$ cat src/rtl/impl_obi_ram_bridge_if.sv
// OBI request/response bundle between a core port (master) and the RAM bridge (slave).
interface impl_obi_ram_bridge_if #(
   parameter int unsigned ADDR_WIDTH = 22
);
   logic                  req;
   logic                  gnt;
   logic [ADDR_WIDTH-1:0] addr;
   logic                  we;
   logic [3:0]            be;
   logic [31:0]           wdata;
   logic                  rvalid;
   logic [31:0]           rdata;
   logic                  err;

   modport master (
      output req, addr, we, be, wdata,
      input  gnt, rvalid, rdata, err
   );

   modport slave (
      input  req, addr, we, be, wdata,
      output gnt, rvalid, rdata, err
   );
endinterface

$ cat src/rtl/impl_obi_ram_bridge.sv
// OBI-to-BRAM port adapter. Grants every request in the same cycle, drives the RAM port
// combinationally on accept, and tracks the fixed RAM read latency with a token pipe so each
// accepted request gets exactly one response, in order. Out-of-range addresses never reach
// the RAM and are answered with err.
// Optional feature: define OBI_RAM_BRIDGE_RANDOM_STALL_EN to insert LFSR-driven grant stalls.
module impl_obi_ram_bridge #(
   parameter int unsigned ADDR_WIDTH = 22,
   parameter int unsigned MEM_AW     = 17,
   parameter int unsigned RD_LATENCY = 2
`ifdef OBI_RAM_BRIDGE_RANDOM_STALL_EN
   ,
   parameter logic [7:0]  LFSR_SEED  = 8'hA5
`endif
) (
   input  logic              clk_i,
   input  logic              rst_i,
   impl_obi_ram_bridge_if.slave obi,
   output logic              ram_en_o,
   output logic [MEM_AW-1:0] ram_addr_o,
   output logic [3:0]        ram_we_o,
   output logic [31:0]       ram_wdata_o,
   input  logic [31:0]       ram_rdata_i
);

   logic accept;
   logic in_range;
   logic stall_ok;

   // One entry per pipeline stage; stage 0 is loaded on accept.
   logic [RD_LATENCY-1:0] tok_vld_q;
   logic [RD_LATENCY-1:0] tok_err_q;
   logic [RD_LATENCY-1:0] tok_rd_q;

`ifdef OBI_RAM_BRIDGE_RANDOM_STALL_EN
   logic [7:0] lfsr_q;

   // Free-running Fibonacci LFSR, taps 8,6,5,4.
   always_ff @(posedge clk_i or posedge rst_i) begin
      if (rst_i) begin
         lfsr_q <= LFSR_SEED;
      end else begin
         lfsr_q <= {lfsr_q[6:0], lfsr_q[7] ^ lfsr_q[5] ^ lfsr_q[4] ^ lfsr_q[3]};
      end
   end

   assign stall_ok = (lfsr_q[1:0] != 2'b00);
`else
   assign stall_ok = 1'b1;
`endif

   // Grant, address decode and the RAM port drive; everything is zero outside an in-range accept.
   always_comb begin
      obi.gnt     = obi.req & ~rst_i & stall_ok;
      accept      = obi.gnt;
      in_range    = (obi.addr[ADDR_WIDTH-1:MEM_AW+2] == '0);
      ram_en_o    = accept & in_range;
      ram_addr_o  = ram_en_o ? obi.addr[MEM_AW+1:2] : '0;
      ram_we_o    = (ram_en_o & obi.we) ? obi.be : 4'b0000;
      ram_wdata_o = ram_en_o ? obi.wdata : 32'h0;
   end

   // Token pipe: shifts {valid, err, is_read} so the response lines up with RAM read data.
   always_ff @(posedge clk_i or posedge rst_i) begin
      if (rst_i) begin
         tok_vld_q <= '0;
         tok_err_q <= '0;
         tok_rd_q  <= '0;
      end else begin
         tok_vld_q[0] <= accept;
         tok_err_q[0] <= accept & ~in_range;
         tok_rd_q[0]  <= accept & ~obi.we;
         for (int i = 1; i < RD_LATENCY; i++) begin
            tok_vld_q[i] <= tok_vld_q[i-1];
            tok_err_q[i] <= tok_err_q[i-1];
            tok_rd_q[i]  <= tok_rd_q[i-1];
         end
      end
   end

   // Response side; read data is passed through only for clean read tokens.
   always_comb begin
      obi.rvalid = tok_vld_q[RD_LATENCY-1];
      obi.err    = tok_vld_q[RD_LATENCY-1] & tok_err_q[RD_LATENCY-1];
      obi.rdata  = (tok_vld_q[RD_LATENCY-1] & ~tok_err_q[RD_LATENCY-1] & tok_rd_q[RD_LATENCY-1])
                   ? ram_rdata_i : 32'h0;
   end

endmodule

$ cat src/flat_wrapper.sv
// flat-port wrapper written by rule: the top's interface ports become plain ports
module impl_obi_ram_bridge_flat 
#(
   parameter int unsigned ADDR_WIDTH = 22,
   parameter int unsigned MEM_AW     = 17,
   parameter int unsigned RD_LATENCY = 2

)
  (clk_i, rst_i, ram_en_o, ram_addr_o, ram_we_o, ram_wdata_o, ram_rdata_i, obi_req, obi_addr, obi_we, obi_be, obi_wdata, obi_gnt, obi_rvalid, obi_rdata, obi_err);
  impl_obi_ram_bridge_if #(.ADDR_WIDTH(ADDR_WIDTH)) obi_i ();
  input  logic clk_i;
  input  logic rst_i;
  output logic ram_en_o;
  output logic [MEM_AW-1:0] ram_addr_o;
  output logic [3:0] ram_we_o;
  output logic [31:0] ram_wdata_o;
  input  logic [31:0] ram_rdata_i;
  input wire logic [$bits(obi_i.req)-1:0] obi_req;
  input wire logic [$bits(obi_i.addr)-1:0] obi_addr;
  input wire logic [$bits(obi_i.we)-1:0] obi_we;
  input wire logic [$bits(obi_i.be)-1:0] obi_be;
  input wire logic [$bits(obi_i.wdata)-1:0] obi_wdata;
  output wire logic [$bits(obi_i.gnt)-1:0] obi_gnt;
  output wire logic [$bits(obi_i.rvalid)-1:0] obi_rvalid;
  output wire logic [$bits(obi_i.rdata)-1:0] obi_rdata;
  output wire logic [$bits(obi_i.err)-1:0] obi_err;
  assign obi_i.req = obi_req;
  assign obi_i.addr = obi_addr;
  assign obi_i.we = obi_we;
  assign obi_i.be = obi_be;
  assign obi_i.wdata = obi_wdata;
  assign obi_gnt = obi_i.gnt;
  assign obi_rvalid = obi_i.rvalid;
  assign obi_rdata = obi_i.rdata;
  assign obi_err = obi_i.err;
  impl_obi_ram_bridge #(.ADDR_WIDTH(ADDR_WIDTH), .MEM_AW(MEM_AW), .RD_LATENCY(RD_LATENCY)) u_core (.clk_i(clk_i), .rst_i(rst_i), .obi(obi_i), .ram_en_o(ram_en_o), .ram_addr_o(ram_addr_o), .ram_we_o(ram_we_o), .ram_wdata_o(ram_wdata_o), .ram_rdata_i(ram_rdata_i));
endmodule
$ cat config.mk
export PLATFORM = sky130hd
export DESIGN_NAME = impl_obi_ram_bridge_flat
export DESIGN_NICKNAME = d
export VERILOG_FILES = /design/src/rtl/impl_obi_ram_bridge_if.sv /design/src/rtl/impl_obi_ram_bridge.sv /design/src/flat_wrapper.sv
export SDC_FILE = /design/constraint.sdc
export NUM_CORES = 1
export LEC_CHECK = 0
export ABC_AREA = 1
export BUFFER_PORTS_ARGS = -buffer_cell sky130_fd_sc_hd__buf_4
export CAP_MARGIN = 20
export CORE_AREA = 3 3 70 72
export CTS_BUF_LIST = sky130_fd_sc_hd__clkbuf_8
export CTS_CLUSTER_SIZE = 12
export DETAILED_ROUTE_END_ITERATION = 8
export DIE_AREA = 0 0 73 75
export HOLD_SLACK_MARGIN = 0.1
export PLACE_DENSITY = 0.71
export SLEW_MARGIN = 5
export SYNTH_ARGS = -nofsm -noshare
export SYNTH_HDL_FRONTEND = slang
export SYNTH_SLANG_ARGS = --single-unit
$ cat constraint.sdc
create_clock -name clk_i -period 1.95 [get_ports clk_i]
set_input_delay 0.195 -clock clk_i [delete_from_list [all_inputs] [get_ports clk_i]]
set_output_delay 0.195 -clock clk_i [all_outputs]
set_load 0.01 [all_outputs]
# Word level (Yosys, flattened, before mapping)
# Cells that the tools add are included.
# op_classes
n_mux	4
reduce_logical	1
n_bitwise	12
# ops
operator	count
two-way mux 32 bit	2
two-way mux 17 bit	1
AND 1 bit	8
two-way mux 4 bit	1
inverter 1 bit	4
zero test 3 bit	1
# totals
word_cells	20
in_bits	94
register_bits	6

# Longest topological paths before layout
# Gate-level depths: netlist of run 1.
# depth
ltp_word	5
depth_mapped	5
depth_no_buf	4

# Worst setup path after synthesis of run 1
# OpenSTA, ideal clock, no wires.
# synth_timing
kind	input to output
startpoint	input obi_req
endpoint	output ram_addr_o[10]
stages	5
t_arrival_ps	916
t_required_ps	1755
path_slack_ps	839
cell_sequence	inv_1 > nor2_2 > nand3_4 > buf_6 > nor2_1
# synth_via
elab_chain_len	3
# synth_lines
item	line	rtl
start, declared	flat_wrapper.sv:18	input wire logic [$bits(obi_i.req)-1:0] obi_req;
AND 1 bit	impl_obi_ram_bridge.sv:53	obi.gnt = obi.req & ~rst_i & stall_ok;
net obi_gnt	flat_wrapper.sv:23	output wire logic [$bits(obi_i.gnt)-1:0] obi_gnt;
AND 1 bit	impl_obi_ram_bridge.sv:56	ram_en_o = accept & in_range;
two-way mux 17 bit	impl_obi_ram_bridge.sv:57	ram_addr_o = ram_en_o ? obi.addr[MEM_AW+1:2] : '0;
end, declared	flat_wrapper.sv:14	output logic [MEM_AW-1:0] ram_addr_o;
# The timed path passes the listed nets, and every way through them passes these cells.

# Worst setup path in the final report of run 1
# layout_timing
startpoint	input rst_i
endpoint	output ram_wdata_o[26]
# layout_via
elab_chain_len	4
# layout_lines
item	line	rtl
start, declared	flat_wrapper.sv:12	input logic rst_i;
inverter 1 bit	impl_obi_ram_bridge.sv:53	
AND 1 bit	impl_obi_ram_bridge.sv:53	
AND 1 bit	impl_obi_ram_bridge.sv:56	
two-way mux 32 bit	impl_obi_ram_bridge.sv:59	ram_wdata_o = ram_en_o ? obi.wdata : 32'h0;
end, declared	flat_wrapper.sv:16	output logic [31:0] ram_wdata_o;
# No other way between the ends.

==> out/metrics.cfg, run 1 <==
[synthesis]
ys_types = 11
syn-num-nets = 292
yosys.area.top_type_share_pct = 34.3
synth_edf_count = 0
netlist_area_um2 = 986
synth_top_family_by_area = simple AND/OR/NAND/NOR gates
synth_commonest_cells = inv_1, nor2_1, nor2_2, dfrtp_1, buf_6
synth_most_common_cell = inv_1
async_reset_ff_share_pct = 100
synth_ff_type = dfrtp_1
synth_mux_area_share_pct = 0
ys_seq_elements = 6
synth-xor-area-share_pct = 0
synth_warnings = 0
yosys.area.top_type = inv_1
netlist_instances = 198
seq_area_frac_synth_pct = 15.2
synth_area_leaders = inv_1, nor2_1, dfrtp_1
avgSynthCellArea_um2 = 4.98
synth-compound-area-share_pct = 0.508
synth_fa_ha_area_share_pct = 0
synth-simple-area-share_pct = 42.8

[clock_tree]
cts_buffers = 3
cts.sinks = 6
h-tree-depth = 1
clkLatencyLatePin_ns = 0.22
cts_tree = done
clk_path_buf_depth = 2
clkTransAtPathRegs_ns = 0.03
cts-root-buf = clkbuf_8

[timing]
finalMaxSlewViolations = 0
finalHoldViolCount = 0
rsz0062_at_grt = false
finalClockSkew_ns = 0.000885
tns_ns = 0
relSlewSlack_pct = 74.6
setup_violations = 0
max_freq_mhz = 555
period_minus_slack_ns = 1.80
worstMarginPinSlew_ns = 0.379
post-route-period-util_pct = 92.4

[worst_hold_path]
min_from = obi_we
hp-class = input port to flip-flop
hold_depth = 2
min_to = u_core.tok_rd_q[0]

[run_status]
status = completed

[critical_path]
rr_worst_depth = 0
rr_startpoint = u_core.tok_err_q[0]
worstSetupStartpointType = input port
worstPathRequired_ns = 1.75
r2r-end = u_core.tok_err_q[1]
worstSetupEndpointType = output port
worstSetupStartpoint = rst_i
worst-r2r-setup-slack_ns = 1.49
path_class = input port to output port
path_max_fanout = 50
crit_arrival_ns = 1.61

[finish]
syn2layout_area_growth_pct = 145
nFillCells = 412
utilization_pct = 55.5
nets = 472
antenna_cells = 0
final_cell_count_no_fill = 428
drive_above_1_share_pct = 55.1

[floorplan]
pin_count = 183
die_h_um = 75
dieArea_um2 = 5480
die_x_um = 73
initial_core_util_pct = 22.6
design.core.area_um2 = 4350
std_cell_rows = 24

[grt]
grt_pass1_wl_um = 5580
antenna_found_initial = 0
groute.usage.overall_pct = 12.6
grt_pass1_vias = 1305
grt.overflow.total = 0
grt_max_degree = 51

[placed_design]
gp_congestion = 0.714
dp_cells = 424
dp_hpwl_um = 3680
port_buffers = 180

[pwr]
p_per_area_nw_per_um2 = 231
p_leak_nw = 1.73
vdd_drop_max_uv = 194

[detailed_routing]
drc = 0
antenna_left = 0
drt_iter0_drc = 25
wl_per_cell_um = 9.69
vias_per_cell = 3.68
wirelength_um = 4150
via_count = 1576
detail_route.first_pass.iterations = 2

[run]
drv_cap = 0

-- cell type report --
type | count | area (um^2) | share of cell area (%)
Tap cell | 52 | 65.1 | 2.69
Sequential cell | 6 | 150 | 6.22
Clock buffer | 3 | 41.3 | 1.71
Timing Repair Buffer | 183 | 1390 | 57.5
Multi-Input combinational cell | 94 | 432 | 17.9
Inverter | 90 | 338 | 14.0
-- metal layers --
layer | share of wire, % | GRT usage, %
met5 | 0 | 0
met2 | 51 | 22.6
met3 | 15 | 6.54
met4 | 0.82 | 1.84
met1 | 33 | 13.4
-- flip-flops by register name, indices dropped and copies added (netlist names) --
signal	count
u_core.tok_err_q	2
u_core.tok_rd_q	2
u_core.tok_vld_q	2
-- kinds of logic (layout without fill, tap and decap cells) --
kind of cell,after synthesis,after routing
flip-flops,6,6
AND/OR/NAND/NOR,93,93
buffers and inverters,98,276
AO/OA/AOI/OAI,1,1
-- critical path: stages --
cell,delay (ns)
dlygate4sd3_1,0.54
buf_4,0.15
nor2_4,0.16
nand3_4,0.09
buf_12,0.20
nor2_1,0.13
buf_4,0.13
-- how the worst max path moves through the flow --
stage | end | slack, ns | depth (start not counted)
after global routing | ram_wdata_o[11] | 0.04 | 7
final | ram_wdata_o[26] | 0.15 | 7
after floorplan | ram_addr_o[10] | 0.84 | 5
after CTS | ram_wdata_o[26] | 0.09 | 7
after detailed placement | ram_wdata_o[26] | 0.57 | 6
after global placement | ram_wdata_o[19] | 0.60 | 6
-- cell usage in the layout, fill, tap and decap left out --
master         count
a21oi_1            1
nand2_1            2
nand3b_1           1
dlygate4sd3_1      1
dfrtp_1            6
nor2_1            67
nor2_4             1
buf_4            181
clkbuf_8           3
buf_12             1
nand3_4            1
nor2_2            20
inv_1             90
nand4_1            1
-- what timing repair did --
action	4_1_cts	5_1_grt
hold buffers	1	0
buffers inserted	0	0
resized for setup	0	1
endpoints found under the setup margin	0	20
endpoints found under the hold margin	6	0
-- power by group --
group          switching, mW  internal [mW]  leakage (nW)
clock network         0.0458          0.132        0.0216
logic                 0.0880          0.158          1.63
registers            0.00205          0.131        0.0787
-- stage by stage --
stage	total power [mW]	setup slack, ns	area [um^2]	hold slack, ns
floorplan	0.209	0.839	986	-0.00591
global placement	0.376	0.600	2360	0.142
detailed placement	0.380	0.567	2360	0.148
CTS	0.568	0.0850	2410	0.134
global route	0.603	0.0428	2410	0.140
finish	0.557	0.147	2410	0.143
Power figures use the tool's default switching activity.
==> run 2: changes to the inputs <==
--- a/config.mk
+++ b/config.mk
@@ -8,13 +8,14 @@
 export ABC_AREA = 1
 export BUFFER_PORTS_ARGS = -buffer_cell sky130_fd_sc_hd__buf_4
 export CAP_MARGIN = 20
-export CORE_AREA = 3 3 70 72
+export CORE_ASPECT_RATIO = 0.5
+export CORE_MARGIN = 3
+export CORE_UTILIZATION = 29
 export CTS_BUF_LIST = sky130_fd_sc_hd__clkbuf_8
 export CTS_CLUSTER_SIZE = 12
 export DETAILED_ROUTE_END_ITERATION = 8
-export DIE_AREA = 0 0 73 75
 export HOLD_SLACK_MARGIN = 0.1
-export PLACE_DENSITY = 0.71
+export PLACE_DENSITY = 0.89
 export SLEW_MARGIN = 5
 export SYNTH_ARGS = -nofsm -noshare
 export SYNTH_HDL_FRONTEND = slang
==> out/metrics.cfg, run 2 (synthesis gave the netlist of run 1 again) <==
[timing]
rsz0062_at_grt = false
finalClockSkew_ns = 0.00181
max_freq_mhz = 612
relSlewSlack_pct = 75.3
setup_violations = 0
worst_slack_ns = 0.315
period_minus_slack_ns = 1.64
finalHoldViolCount = 0
post-route-period-util_pct = 83.9
tns_ns = 0
worstMarginPinSlew_ns = 0.371
finalMaxSlewViolations = 0
hold_slack_ns = 0.140

[clock_tree]
cts_resized = 0
clkLatencyLatePin_ns = 0.22
clkTransAtPathRegs_ns = 0.03
cts_tree = done
cts_buffers = 3
cts.sinks = 6
cts-root-buf = clkbuf_8
h-tree-depth = 1
clk_path_buf_depth = 2
post_cts_buffers = 0

[floorplan]
die_h_um = 47.2
std_cell_rows = 14
dieArea_um2 = 4180
pin_count = 183
die_x_um = 88.5
design.core.area_um2 = 3120
initial_core_util_pct = 31.6

[pwr]
p_leak_nw = 1.73
total_power_mw = 0.557
p_per_area_nw_per_um2 = 233
vdd_drop_max_uv = 160

[placed_design]
port_buffers = 180
gp_congestion = 0.724
dp_cells = 413
pre_cts_ws_ns = 0.317
place_area_um2 = 2340
dp_hpwl_um = 4020

[detailed_routing]
detail_route.first_pass.iterations = 4
vias_per_cell = 3.98
drt_iter0_drc = 39
drc = 0
wl_per_cell_um = 10.9
antenna_left = 0
wirelength_um = 4550
via_count = 1658

[run_status]
status = completed

[critical_path]
path_max_fanout = 33
worstPathRequired_ns = 1.75
path_class = input port to output port
worstSetupEndpointType = output port
worstSetupStartpointType = input port
crit_arrival_ns = 1.44
worstSetupStartpoint = obi_addr[20]
rr_startpoint = u_core.tok_vld_q[0]

[finish]
nets = 473
top_regs = u_core.tok_err_q x2, u_core.tok_rd_q x2, u_core.tok_vld_q x2
syn2layout_area_growth_pct = 142
final_cell_count_no_fill = 417
utilization_pct = 76.6
most-common-layout-cells = buf_4, inv_1, nor2_1
antenna_cells = 0
nFillCells = 234
drive_above_1_share_pct = 55.2
fin_area_um2 = 2390
final_common_cell = buf_4

[grt]
grt.overflow.total = 0
antenna_found_initial = 0
grt_max_degree = 34
grt_pass1_wl_um = 5750
groute.usage.overall_pct = 17.8
grt_pass1_vias = 1397

[worst_hold_path]
hp-class = input port to flip-flop
min_from = obi_we

[run]
drv_cap = 0

## run 2: cell types whose count changed in the layout (fill, tap and decap cells not counted)
cell,change
nor2_4,-1
buf_4,+2
nor2_2,+1
buf_12,-1
## run 2: final timing paths
check	to	slack, ns	depth (start not counted)
max	ram_addr_o[2]	0.31	6
min	u_core.tok_rd_q[0]	0.14	2
max reg2reg	u_core.tok_vld_q[1]	1.48	0
min reg2reg	u_core.tok_rd_q[1]	0.34	0
max in group asynchronous	u_core.tok_err_q[0]	1.28	3
min in group asynchronous	u_core.tok_rd_q[1]	0.47	3
## run 2: layout make-up
class                           count  area [um^2]  share of cell area, %
Clock buffer                        3         41.3                   1.73
Inverter                           90          338                   14.1
Multi-Input combinational cell     94          427                   17.9
Timing Repair Buffer              184         1380                   57.9
Sequential cell                     6          150                   6.28
Tap cell                           40         50.0                   2.09
## run 2: routing by layer
metal	up-vias	GRT usage (%)	share of wire (%)
li1	861	-	-
met1	709	15.1	30
met2	80	38.2	58
met3	8	7.53	11
met4	0	6.93	1.3
met5	-	0	0
## run 2: report_power, final
| part | leakage, nW | switching (mW) | internal [mW] | total, mW |
|---|---|---|---|---|
| Combinational | 1.63 | 0.0895 | 0.157 | 0.247 |
| Clock | 0.0216 | 0.0450 | 0.132 | 0.177 |
| Sequential | 0.0787 | 0.00208 | 0.131 | 0.133 |
| Total | 1.73 | 0.137 | 0.421 | 0.557 |
## run 2: critical path, cell delays in order
cell and delay, ns:
buf_4 0.11, nor2_1 0.26, nand3_4 0.34, buf_4 0.32, nor2_2 0.10, buf_4 0.12
## run 2: repair_timing
action,in CTS,in global routing
hold buffers,1,0
setup endpoints to repair,0,0
endpoints found under the hold margin,6,0
==> run 3: changes to the inputs <==
--- a/config.mk
+++ b/config.mk
@@ -10,12 +10,12 @@
 export CAP_MARGIN = 20
 export CORE_ASPECT_RATIO = 0.5
 export CORE_MARGIN = 3
-export CORE_UTILIZATION = 29
+export CORE_UTILIZATION = 24
 export CTS_BUF_LIST = sky130_fd_sc_hd__clkbuf_8
 export CTS_CLUSTER_SIZE = 12
 export DETAILED_ROUTE_END_ITERATION = 8
 export HOLD_SLACK_MARGIN = 0.1
-export PLACE_DENSITY = 0.89
+export PLACE_DENSITY = 0.78
 export SLEW_MARGIN = 5
 export SYNTH_ARGS = -nofsm -noshare
 export SYNTH_HDL_FRONTEND = slang
==> constraint.sdc (replaced) <==
create_clock -name clk_i -period 1.5 [get_ports clk_i]
set_input_delay 0.15 -clock clk_i [delete_from_list [all_inputs] [get_ports clk_i]]
set_output_delay 0.15 -clock clk_i [all_outputs]
set_load 0.01 [all_outputs]
==> out/metrics.cfg, run 3 (synthesis gave the netlist of run 1 again) <==
[run]
drv_cap = 0

[timing]
worstMarginPinSlew_ns = 0.302
max_freq_mhz = 706
rsz0062_at_grt = false
relSlewSlack_pct = 79.8
setup_violations = 0
finalClockSkew_ns = 0.00134
post-route-period-util_pct = 94.5
tns_ns = 0
period_minus_slack_ns = 1.42
finalMaxSlewViolations = 0
finalHoldViolCount = 0

[clock_tree]
cts-root-buf = clkbuf_8
clk_path_buf_depth = 2
cts.sinks = 6
clkTransAtPathRegs_ns = 0.04
cts_hold_buf = 2
cts_buffers = 3
cts_tree = done
clkLatencyLatePin_ns = 0.22
post_cts_buffers = 0
h-tree-depth = 1
cts_resized = 0

[critical_path]
r2r-end = u_core.tok_err_q[1]
worstSetupEndpointType = output port
path_class = input port to output port
worstSetupStartpointType = input port
crit_chain = dlygate4sd3_1 -> buf_4 -> nand4_1 -> nor2_1 -> buf_4
path_common_cell = buf_4
crit_path_top_delay_cell = dlygate4sd3_1
path_buf_inv = 3
rr_startpoint = u_core.tok_err_q[0]
crit_arrival_ns = 1.27
slowest_delay_ns = 0.54
rr_worst_depth = 0
worst-r2r-setup-slack_ns = 1.03
worstPathRequired_ns = 1.35
critical_path.top_delay_family = buffers and inverters
path_max_fanout = 4

[worst_hold_path]
min_to = u_core.tok_vld_q[0]
hp-class = input port to flip-flop
hold_depth = 2
min_from = rst_i

[grt]
grt_pass1_wl_um = 6470
antenna_found_initial = 0
groute.usage.overall_pct = 15.5
grt.overflow.total = 0
grt_max_degree = 45
grt_pass1_vias = 1453

[detailed_routing]
detail_route.first_pass.iterations = 4
wirelength_um = 4400
vias_per_cell = 3.76
via_count = 1610
drt_iter0_drc = 19
drc = 0
wl_per_cell_um = 10.3
antenna_left = 0

[floorplan]
std_cell_rows = 15
design.core.area_um2 = 3680
die_h_um = 51.3
dieArea_um2 = 4960
initial_core_util_pct = 26.8
die_x_um = 96.6
pin_count = 183

[pwr]
vdd_drop_max_uv = 292
pwr-share-seq_pct = 23.7
clockPowerShare_pct = 31.8
internal_power_mw = 0.549
p_leak_nw = 1.73
total_power_mw = 0.729
p_switching_mw = 0.180
pwr-share-comb_pct = 44.5
p_sw_share_pct = 24.7
p_per_area_nw_per_um2 = 302

[finish]
antenna_cells = 0
syn2layout_area_growth_pct = 145
fin_area_um2 = 2420
top_regs = u_core.tok_err_q x2, u_core.tok_rd_q x2, u_core.tok_vld_q x2
utilization_pct = 65.7
drive_above_1_share_pct = 54.9
most-common-layout-cells = buf_4, inv_1, nor2_1
nets = 473
final_common_cell = buf_4

[placed_design]
port_buffers = 180
place_area_um2 = 2360
dp_hpwl_um = 3790
gp_congestion = 0.787

[run_status]
status = completed

-- run 3: how the worst max path moves through the flow --
stage / start / to / slack (ns) / depth (start not counted)
floorplan: u_core.tok_err_q[1] / obi_rdata[0] / 0.44 / 3
global placement: obi_addr[20] / ram_addr_o[15] / 0.19 / 6
detailed placement: obi_addr[20] / ram_wdata_o[8] / 0.15 / 6
CTS: obi_we / ram_we_o[0] / 0.09 / 5
global route: u_core.tok_err_q[1] / obi_rdata[11] / 0.03 / 4
finish: obi_we / ram_we_o[1] / 0.08 / 5
-- run 3: stage by stage --
stage | std cells | worst slack [ns] | hold WS [ns]
final | 428 | 0.0832 | 0.131
after global routing | 428 | 0.0320 | 0.141
after CTS | 428 | 0.0863 | 0.130
after detailed placement | 423 | 0.147 | 0.103
after global placement | 423 | 0.192 | 0.0915
after floorplan | 198 | 0.444 | -0.0509
-- run 3: per-layer routing --
layer	up-vias	wire, um	GRT usage (%)
li1	864	-	-
met3	2	334	2.86
met1	674	1450	15.3
met2	70	2590	34.0
met5	-	0	0
met4	0	19	3.26
-- run 3: final cells by class --
| type | instances | area (um^2) |
|---|---|---|
| Timing Repair Buffer | 184 | 1400 |
| Fill cell | 310 | 1260 |
| Multi-Input combinational cell | 94 | 427 |
| Inverter | 90 | 338 |
| Sequential cell | 6 | 150 |
| Tap cell | 51 | 63.8 |
| Clock buffer | 3 | 41.3 |
-- run 3: power groups by stage --
stage	combinational [mW]	clock [mW]	sequential, mW
2_1_floorplan	0.0966	0	0.175
3_3_place_gp	0.314	0	0.175
3_5_place_dp	0.321	0	0.175
4_1_cts	0.327	0.233	0.173
5_1_grt	0.356	0.246	0.174
6_report	0.324	0.232	0.173
